--- src/rtl/lancer_de.sv ---
// lancer_de: dice roller. Latches die bounds on a button edge, runs a timed
// roll, then reduces a free-running 16-bit LFSR value modulo the span.
// Ports: clk, reset (async, active-high), lancer (roll button),
//   min_de/max_de (7-bit bounds), resultat (7-bit roll value),
//   valide (final roll held), occupe (ROULE or REDUIT in progress).
// Option: define LANCER_ANIM_EN to show tumbling values during ROULE.
module lancer_de #(
  parameter int          DUREE_ROULE = 1024,
  parameter logic [15:0] GRAINE      = 16'hACE1
) (
  input  logic       clk,
  input  logic       reset,
  input  logic       lancer,
  input  logic [6:0] min_de,
  input  logic [6:0] max_de,
  output logic [6:0] resultat,
  output logic       valide,
  output logic       occupe
);

  localparam int CW =
    (DUREE_ROULE > 1) ? $clog2(DUREE_ROULE) : 1;
  localparam logic [CW-1:0] CNT_INIT =
    CW'(DUREE_ROULE - 1);

  typedef enum logic [1:0] {
    REPOS,
    ROULE,
    REDUIT,
    AFFICHE
  } etat_t;

  etat_t        etat;
  etat_t        etat_suiv;
  logic [15:0]  lfsr;
  logic         lancer_q;
  logic         start;
  logic [CW-1:0] cnt;
  logic [6:0]   min_l;
  logic [6:0]   max_l;
  logic [7:0]   span;
  logic [13:0]  dvd;
  logic [7:0]   rem;
  logic [7:0]   rem_nx;
  logic         ge;
  logic [3:0]   pas;

`ifdef LANCER_ANIM_EN
  logic [5:0]   anim_cnt;
  logic [2:0]   anim_pas;
  logic         anim_act;
`endif

  assign start  = lancer & ~lancer_q;
  assign occupe = (etat == ROULE) || (etat == REDUIT);
  assign valide = (etat == AFFICHE);

  // Inverted bounds collapse to a single face: min_l.
  always_comb begin
    span = 8'd1;
    if (max_l >= min_l)
      span = 8'({1'b0, max_l} - {1'b0, min_l}) + 8'd1;
  end

  // One restoring-division step on the MSB of dvd.
  always_comb begin
    ge     = ({rem, dvd[13]} >= {1'b0, span});
    rem_nx = {rem[6:0], dvd[13]};
    if (ge)
      rem_nx = 8'({rem, dvd[13]} - {1'b0, span});
  end

  always_comb begin
    etat_suiv = etat;
    unique case (etat)
      REPOS:   if (start) etat_suiv = ROULE;
      ROULE:   if (cnt == '0) etat_suiv = REDUIT;
      REDUIT:  if (pas == 4'd13) etat_suiv = AFFICHE;
      AFFICHE: if (start) etat_suiv = ROULE;
    endcase
  end

  always_ff @(posedge clk or posedge reset) begin
    if (reset) begin
      etat     <= REPOS;
      lfsr     <= GRAINE;
      lancer_q <= 1'b0;
      cnt      <= '0;
      min_l    <= '0;
      max_l    <= '0;
      dvd      <= '0;
      rem      <= '0;
      pas      <= '0;
      resultat <= '0;
`ifdef LANCER_ANIM_EN
      anim_cnt <= '0;
      anim_pas <= '0;
      anim_act <= 1'b0;
`endif
    end else begin
      etat     <= etat_suiv;
      lfsr     <= {1'b0, lfsr[15:1]}
                ^ (lfsr[0] ? 16'hB400 : 16'h0000);
      lancer_q <= lancer;
      unique case (etat)
        REPOS, AFFICHE: begin
          if (start) begin
            min_l    <= min_de;
            max_l    <= max_de;
            cnt      <= CNT_INIT;
            resultat <= '0;
`ifdef LANCER_ANIM_EN
            anim_cnt <= '0;
            anim_act <= 1'b0;
`endif
          end
        end
        ROULE: begin
          if (cnt == '0) begin
            dvd <= lfsr[13:0];
            rem <= '0;
            pas <= '0;
`ifdef LANCER_ANIM_EN
            anim_act <= 1'b0;
`endif
          end else begin
            cnt <= cnt - 1'b1;
`ifdef LANCER_ANIM_EN
            anim_cnt <= anim_cnt + 6'd1;
            if (anim_act) begin
              dvd      <= {dvd[12:0], 1'b0};
              rem      <= rem_nx;
              anim_pas <= anim_pas + 3'd1;
              if (anim_pas == 3'd6) begin
                anim_act <= 1'b0;
                resultat <= 7'(min_l + rem_nx);
              end
            end else if (anim_cnt == 6'd63) begin
              dvd      <= {lfsr[6:0], 7'b0};
              rem      <= '0;
              anim_pas <= '0;
              anim_act <= 1'b1;
            end
`endif
          end
        end
        REDUIT: begin
          dvd <= {dvd[12:0], 1'b0};
          rem <= rem_nx;
          pas <= pas + 4'd1;
          if (pas == 4'd13)
            resultat <= 7'(min_l + rem_nx);
        end
      endcase
    end
  end

endmodule

--- config.mk ---
export PLATFORM = sky130hd
export DESIGN_NAME = lancer_de
export DESIGN_NICKNAME = d
export VERILOG_FILES = /design/src/rtl/lancer_de.sv
export SDC_FILE = /design/constraint.sdc
export NUM_CORES = 1
export LEC_CHECK = 0
export ABC_AREA = 1
export CAP_MARGIN = 10
export CORE_MARGIN = 2
export CORE_UTILIZATION = 53
export CTS_CLUSTER_DIAMETER = 60
export DETAILED_ROUTE_END_ITERATION = 7
export HOLD_SLACK_MARGIN = 0.03
export PLACE_DENSITY = 0.72
export SKIP_LAST_GASP = 1
export SYNTH_ARGS = -nofsm -noshare
export SYNTH_HDL_FRONTEND = slang
export SYNTH_SLANG_ARGS = --single-unit
export TNS_END_PERCENT = 30
--- constraint.sdc ---
create_clock -name clk -period 6.2 [get_ports clk]
set_input_delay 1.24 -clock clk [delete_from_list [all_inputs] [get_ports clk]]
set_output_delay 1.24 -clock clk [all_outputs]
set_load 0.02 [all_outputs]
==> metrics.txt, run 1 <==
# TYPE chip_impl_metric gauge
chip_impl_info{name="run_status",value="completed"} 1
chip_impl_metric{name="dp_hpwl",unit="µm"} 6680
chip_impl_metric{name="vias_per_cell",unit=""} 5.23
chip_impl_info{name="hold_path.startpoint",value="lfsr[6]"} 1
chip_impl_metric{name="clkTransAtPathRegs",unit="ns"} 0.09
chip_impl_metric{name="num_vias",unit=""} 3454
chip_impl_metric{name="grt_start_max_net_pins",unit=""} 45
chip_impl_metric{name="yosysSeqAreaShare",unit="%"} 43.0
chip_impl_metric{name="routabilityCongestion",unit=""} 0.918
chip_impl_metric{name="io-pin-count",unit=""} 26
chip_impl_info{name="synth-main-ff-cell",value="sky130_fd_sc_hd__dfrtp_1"} 1
chip_impl_metric{name="ys_warn_count",unit=""} 0
chip_impl_metric{name="die_width",unit="µm"} 95.6
chip_impl_metric{name="timing.slew.headroom",unit="%"} 35.1
chip_impl_metric{name="period_minus_slack",unit="ns"} 4.85
chip_impl_metric{name="critical_path.max_fanout",unit=""} 15
chip_impl_metric{name="antenna_found_initial",unit=""} 0
chip_impl_metric{name="clkLatencyLatePin",unit="ns"} 0.36
chip_impl_info{name="grt_setup_unrepaired",value="false"} 1
chip_impl_metric{name="port_buffers",unit=""} 25
chip_impl_metric{name="post_synth_inst_count",unit=""} 521
chip_impl_metric{name="post-route-drc-count",unit=""} 0
chip_impl_metric{name="grt.total_usage",unit="%"} 22.1
chip_impl_metric{name="cts-buffers-inserted",unit=""} 9
chip_impl_info{name="worst_setup_path_end_kind",value="flop"} 1
chip_impl_metric{name="post_synth_num_cell_types",unit=""} 41
chip_impl_metric{name="setup_viol",unit=""} 0
chip_impl_metric{name="routedWlPerCell",unit="µm"} 13.6
chip_impl_metric{name="share_of_cells_above_drive_strength_1",unit="%"} 9.73
chip_impl_info{name="min_delay_worst_endpoint",value="lfsr[5]"} 1
chip_impl_metric{name="drt_first_pass_iters",unit=""} 4
chip_impl_metric{name="cts_max_level",unit=""} 3
chip_impl_metric{name="tightest_slew",unit="ns"} 0.970
chip_impl_metric{name="final.setup.worst_slack",unit="ns"} 1.35
chip_impl_metric{name="grt_pass1_wl",unit="µm"} 15500
chip_impl_metric{name="number_of_nets_still_failing_antenna_checks_after_routing",unit=""} 0
chip_impl_metric{name="finalMaxSlewViolations",unit=""} 0
chip_impl_info{name="end_of_the_worst_register_to_register_path",value="resultat[6]"} 1
chip_impl_metric{name="mean_area_per_synthesized_cell",unit="µm²"} 8.54
chip_impl_metric{name="report.final.hold_viol_count",unit=""} 0
chip_impl_metric{name="fin_nets",unit=""} 607
chip_impl_metric{name="drt-total-wl",unit="µm"} 8950
chip_impl_info{name="critical_path.reg2reg.startpoint",value="min_l[1]"} 1
chip_impl_metric{name="floorplan.die_area",unit="µm²"} 9140
chip_impl_metric{name="combined_area_of_all_synthesized_cells",unit="µm²"} 4450
chip_impl_metric{name="ys_seq_elements",unit=""} 76
chip_impl_metric{name="cts.sink_count",unit=""} 76
chip_impl_metric{name="number_of_gates_resized_after_cts",unit=""} 0
chip_impl_metric{name="number_of_flops_mapped_to_enable_cells_by_yosys",unit=""} 0
chip_impl_info{name="critPathSlowestCell",value="sky130_fd_sc_hd__fa_1"} 1
chip_impl_metric{name="die_height",unit="µm"} 95.6
chip_impl_metric{name="post-place-ws",unit="ns"} 1.48
chip_impl_metric{name="n_antenna_cell",unit=""} 0
chip_impl_metric{name="core.rowCount",unit=""} 33
chip_impl_info{name="root_buffer",value="sky130_fd_sc_hd__clkbuf_8"} 1
chip_impl_metric{name="async_s_r_ff_share_synth",unit="%"} 100
chip_impl_metric{name="worst_ep_arrival_time",unit="ns"} 5.10
chip_impl_metric{name="worst_path_largest_cell_delay",unit="ns"} 0.43
chip_impl_metric{name="initial_utilization",unit="%"} 54.4
chip_impl_info{name="timing.critical_path.mode_cell",value="sky130_fd_sc_hd__nand2_1"} 1
chip_impl_metric{name="final.setup_skew",unit="ns"} 0.0112
chip_impl_metric{name="synth_fp_nets",unit=""} 578
chip_impl_metric{name="layout-area-overhead-vs-synth",unit="%"} 11.3
chip_impl_metric{name="setup-tns-final",unit="ns"} 0
chip_impl_metric{name="core",unit="µm²"} 8180
chip_impl_metric{name="dr.first_iter.drc_count",unit=""} 164
chip_impl_metric{name="max_freq",unit="GHz"} 0.206
chip_impl_info{name="startpoint_type",value="flop"} 1
chip_impl_metric{name="postCtsSetupBuffers",unit=""} 0
chip_impl_metric{name="overflow_left_after_global_routing",unit=""} 0
chip_impl_info{name="holdCritPathClass",value="flop to flop"} 1
chip_impl_info{name="cts_tree",value="done"} 1
chip_impl_metric{name="number_of_global_route_vias_before_repair",unit=""} 3364
chip_impl_metric{name="holdPathStages",unit=""} 0
chip_impl_metric{name="worst-r2r-setup-slack",unit="ns"} 1.35
chip_impl_metric{name="critPathRequiredTime",unit="ns"} 6.45
chip_impl_metric{name="cts.path.max_buffers",unit=""} 2
chip_impl_info{name="path_class",value="flop to flop"} 1
chip_impl_metric{name="reg2reg_depth",unit=""} 32
chip_impl_metric{name="final_cell_count_no_fill",unit=""} 660
chip_impl_metric{name="fin_crit_sh",unit="%"} 78.2
chip_impl_metric{name="dp.cells",unit=""} 644
chip_impl_metric{name="cts_hold_buf",unit=""} 0
chip_impl_metric{name="timing.max_cap.violations",unit=""} 0
[cell usage after synthesis, drive strengths merged (8+ instances only)]
master	instances	share of area (%)
a21oi	11	1.2
a31oi	14	3.4
dfrtp	68	38
dfstp	8	4.7
ha	35	9.8
inv	71	6.0
nand2	141	12
nand3	28	3.3
nand4	9	1.3
nor2	35	3.1
o21ai	43	5.1
xor2	11	2.2
[cells in the final DEF, fill, tap and decap left out, drive strengths merged]
master | Yosys | routed
buf | 4 | 2
a22o | 2 | 2
o21a | 1 | 1
fa | 5 | 5
a32oi | 1 | 1
a21oi | 11 | 11
inv | 71 | 73
a31oi | 14 | 14
dfstp | 8 | 8
o211ai | 1 | 1
or2 | 4 | 4
o31ai | 3 | 3
clkdlybuf4s50 | 0 | 25
dfrtp | 68 | 68
nand2 | 141 | 141
nor2 | 35 | 35
xnor2 | 5 | 5
o22ai | 3 | 3
ha | 35 | 35
nand3b | 3 | 3
a21boi | 3 | 3
o21ai | 43 | 43
nor3 | 6 | 6
clkbuf | 5 | 10
xor2 | 11 | 11
nand4 | 9 | 9
clkinvlp | 0 | 4
o21bai | 1 | 1
nand3 | 28 | 28
[logic make-up after synthesis]
family / count (synthesis) / synth area share [%]
XOR/XNOR: 16 / 3.15
AO/OA/AOI/OAI: 83 / 12.2
buffers and inverters: 80 / 7.56
AND/OR/NAND/NOR: 226 / 22.0
flip-flops: 76 / 43.0
adder cells (fa/ha/maj): 40 / 12.1
[worst max-delay path by stage]
stage,start,end,cells after the start
2_1_floorplan,min_l[1],resultat[6],33
3_3_place_gp,min_l[1],resultat[6],32
3_5_place_dp,min_l[1],resultat[6],32
4_1_cts,min_l[1],resultat[6],32
5_1_grt,min_l[1],resultat[6],32
6_report,min_l[1],resultat[6],32
[registers in the layout, indices dropped and copies added, names as in the netlist]
signal	cells
lancer_q	1
pas	4
lfsr	16
cnt	10
resultat	7
rem	8
max_l	7
dvd	14
min_l	7
etat	2
[layer usage]
layer	wire length (µm)	GRT usage [%]
met2	4230	35.4
met1	4260	29.6
met3	322	5.22
met4	149	7.38
met5	0	0
[layout make-up]
| type | instances | area (µm²) |
|---|---|---|
| well taps | 105 | 131 |
| fillers | 741 | 3220 |
| repair buffers | 27 | 265 |
| clock buffers | 10 | 128 |
| flip-flops and latches | 76 | 1910 |
| multi-input cells | 365 | 2200 |
| inverters | 71 | 269 |
| clock inverters | 6 | 47.5 |
[worst max-delay path: cells and delay by family (launching register included)]
kind | cells | cell delay (ns)
adder cells (fa/ha/maj) | 6 | 1.87
AND/OR/NAND/NOR | 18 | 1.76
AO/OA/AOI/OAI | 3 | 0.32
flip-flops | 1 | 0.42
buffers and inverters | 5 | 0.36
[through the flow]
| stage | hold WS (ns) | util, % | area [µm²] |
|---|---|---|---|
| global route | 0.367 | 60.6 | 4950 |
| floorplan | 0.354 | - | 4450 |
| CTS | 0.364 | 60.6 | 4950 |
| detailed placement | 0.359 | 58.4 | 4780 |
| global placement | 0.355 | 58.4 | 4780 |
| finish | 0.366 | 60.6 | 4950 |
Power of run 1 is not shown: default switching activity piles up to over one toggle a cycle in this logic, so the estimate is an artifact.
==> inputs of run 2 (changes only) <==
--- a/config.mk
+++ b/config.mk
@@ -12,7 +12,7 @@
 export CTS_CLUSTER_DIAMETER = 60
 export DETAILED_ROUTE_END_ITERATION = 7
 export HOLD_SLACK_MARGIN = 0.03
-export PLACE_DENSITY = 0.72
+export PLACE_DENSITY = 0.75
 export SKIP_LAST_GASP = 1
 export SYNTH_ARGS = -nofsm -noshare
 export SYNTH_HDL_FRONTEND = slang
==> constraint.sdc (replaced) <==
create_clock -name clk -period 4.23 [get_ports clk]
set_input_delay 0.846 -clock clk [delete_from_list [all_inputs] [get_ports clk]]
set_output_delay 0.846 -clock clk [all_outputs]
set_load 0.02 [all_outputs]
==> metrics.txt, run 2 (synthesis results as in run 1) <==
# TYPE chip_impl_metric gauge
chip_impl_info{name="run_status",value="complete, but fails checks"} 1
chip_impl_info{name="failing_checks",value="setup timing"} 1
chip_impl_metric{name="drt-total-wl",unit="µm"} 9800
chip_impl_metric{name="cts.sink_count",unit=""} 76
chip_impl_info{name="worst_setup_path_end_kind",value="flop"} 1
chip_impl_metric{name="finalMaxSlewViolations",unit=""} 0
chip_impl_metric{name="dr.first_iter.drc_count",unit=""} 202
chip_impl_info{name="path_class",value="flop to flop"} 1
chip_impl_metric{name="worst_ep_arrival_time",unit="ns"} 4.69
chip_impl_metric{name="vias_per_cell",unit=""} 5.37
chip_impl_metric{name="final_cell_count_no_fill",unit=""} 691
chip_impl_info{name="cts_tree",value="done"} 1
chip_impl_metric{name="fin_crit_sh",unit="%"} 105
chip_impl_metric{name="final.setup.worst_slack",unit="ns"} -0.205
chip_impl_info{name="startpoint_type",value="flop"} 1
chip_impl_metric{name="dp.cells",unit=""} 664
chip_impl_metric{name="cts_hold_buf",unit=""} 0
chip_impl_info{name="critPathSlowestCell",value="sky130_fd_sc_hd__dfrtp_1"} 1
chip_impl_metric{name="overflow_left_after_global_routing",unit=""} 0
chip_impl_metric{name="fillerInstances",unit=""} 651
chip_impl_metric{name="grt.total_usage",unit="%"} 22.8
chip_impl_metric{name="core.rowCount",unit=""} 33
chip_impl_metric{name="grt_pass1_wl",unit="µm"} 16200
chip_impl_metric{name="number_of_nets_still_failing_antenna_checks_after_routing",unit=""} 0
chip_impl_metric{name="core",unit="µm²"} 8180
chip_impl_metric{name="max_freq",unit="GHz"} 0.225
chip_impl_metric{name="layout-area-overhead-vs-synth",unit="%"} 20.6
chip_impl_info{name="most-common-layout-cells",value="136 x sky130_fd_sc_hd__nand2_1, 68 x sky130_fd_sc_hd__dfrtp_1, 62 x sky130_fd_sc_hd__inv_1, 32 x sky130_fd_sc_hd__nor2_1, 32 x sky130_fd_sc_hd__buf_4"} 1
chip_impl_metric{name="largest_register_ffs",unit=""} 16
chip_impl_metric{name="final.setup_skew",unit="ns"} 0.0179
chip_impl_metric{name="initial_utilization",unit="%"} 54.4
chip_impl_metric{name="grt_start_max_net_pins",unit=""} 49
chip_impl_metric{name="worst_path_largest_cell_delay",unit="ns"} 0.40
chip_impl_metric{name="setup_viol",unit=""} 3
chip_impl_metric{name="share_of_cells_above_drive_strength_1",unit="%"} 18.1
chip_impl_metric{name="routabilityCongestion",unit=""} 0.886
chip_impl_info{name="grt_setup_unrepaired",value="true"} 1
chip_impl_info{name="largest_register",value="lfsr"} 1
chip_impl_metric{name="num_vias",unit=""} 3709
chip_impl_metric{name="clkLatencyLatePin",unit="ns"} 0.36
chip_impl_info{name="timing.critical_path.mode_cell",value="sky130_fd_sc_hd__nand2_1"} 1
chip_impl_metric{name="timing.max_cap.violations",unit=""} 0
chip_impl_metric{name="post-route-drc-count",unit=""} 0
chip_impl_metric{name="tightest_slew",unit="ns"} 1.02
chip_impl_metric{name="die_height",unit="µm"} 95.6
chip_impl_metric{name="drt_first_pass_iters",unit=""} 4
chip_impl_metric{name="antenna_found_initial",unit=""} 0
chip_impl_metric{name="critPathRequiredTime",unit="ns"} 4.48
chip_impl_metric{name="cts-buffers-inserted",unit=""} 9
chip_impl_metric{name="report.final.hold_viol_count",unit=""} 0
chip_impl_metric{name="floorplan.die_area",unit="µm²"} 9140
chip_impl_metric{name="dp_hpwl",unit="µm"} 6820
chip_impl_metric{name="die_width",unit="µm"} 95.6
chip_impl_info{name="holdCritPathClass",value="flop to flop"} 1
chip_impl_info{name="root_buffer",value="sky130_fd_sc_hd__clkbuf_8"} 1
chip_impl_metric{name="io-pin-count",unit=""} 26
chip_impl_metric{name="cts_max_level",unit=""} 3
chip_impl_info{name="mostFrequentLayoutCell",value="sky130_fd_sc_hd__nand2_1"} 1
chip_impl_metric{name="port_buffers",unit=""} 25
chip_impl_info{name="largest_registers",value="lfsr (16), dvd (14), cnt (10)"} 1
chip_impl_metric{name="clkTransAtPathRegs",unit="ns"} 0.08
chip_impl_metric{name="critical_path.max_fanout",unit=""} 7
chip_impl_metric{name="number_of_global_route_vias_before_repair",unit=""} 3585
chip_impl_metric{name="routedWlPerCell",unit="µm"} 14.2
chip_impl_metric{name="timing.slew.headroom",unit="%"} 32.0
chip_impl_metric{name="period_minus_slack",unit="ns"} 4.44
chip_impl_metric{name="worst-r2r-setup-slack",unit="ns"} -0.21
chip_impl_metric{name="fin_nets",unit=""} 638
chip_impl_metric{name="n_antenna_cell",unit=""} 0
chip_impl_metric{name="cts.path.max_buffers",unit=""} 2
run 2: cell types whose count changed in the layout (fill, tap and decap cells not counted), moves of 3 or more:
cell	previous run	this run
sky130_fd_sc_hd__ha_4	0	8
sky130_fd_sc_hd__buf_4	2	32
sky130_fd_sc_hd__inv_1	65	62
sky130_fd_sc_hd__ha_1	35	27
run 2: worst max-delay path: cells and delay by family, from the launching register on:
family          cells  cell delay, ns
simple gates       17            1.57
buf+inv             6            0.48
compound gates      4            0.46
flops               1            0.40
fa+ha+maj           6            1.41
run 2: repair_timing:
action	in CTS	in global routing
pin swaps	10	17
buffers inserted	8	3
setup endpoints to repair	5	6
resized for setup	12	12
run 2: cell type report:
class	count	area, µm²	share of cell area (%)
repair buffers	58	502	9.35
clock buffers	10	138	2.56
well taps	105	131	2.45
clock inverters	6	71.3	1.33
flip-flops and latches	76	1910	35.6
inverters	71	272	5.06
multi-input cells	365	2340	43.6
run 2: path summary, 6_finish.rpt:
kind                          start     endpoint  depth (start not counted)
max                        min_l[1]  resultat[6]                         33
min                         lfsr[7]      lfsr[6]                          0
max reg2reg                min_l[1]  resultat[6]                         33
min reg2reg                 lfsr[7]      lfsr[6]                          0
max in group asynchronous     reset  resultat[3]                          3
min in group asynchronous     reset       dvd[2]                          2
run 2: through the flow:
stage | setup WS (ns) | instance area (µm²) | setup TNS (ns) | hold slack [ns] | utilization, %
after floorplan | 0.00211 | 4470 | 0 | 0.354 | -
after global placement | 0.0317 | 4950 | 0 | 0.356 | 60.5
after detailed placement | -0.269 | 4950 | -0.670 | 0.358 | 60.5
after CTS | -0.0479 | 5270 | -0.0479 | 0.370 | 64.4
after global routing | -0.447 | 5370 | -1.56 | 0.374 | 65.7
final | -0.205 | 5370 | -0.386 | 0.370 | 65.7
run 2: per-layer routing:
| layer | up-vias | track usage (%) | wire (µm) |
|---|---|---|---|
| li1 | 1819 | - | - |
| met1 | 1782 | 29.4 | 4470 |
| met2 | 84 | 39.3 | 4810 |
| met3 | 24 | 3.64 | 325 |
| met4 | 0 | 7.02 | 199 |
| met5 | - | 0 | 0 |
Power of run 2 is left out for the same reason.
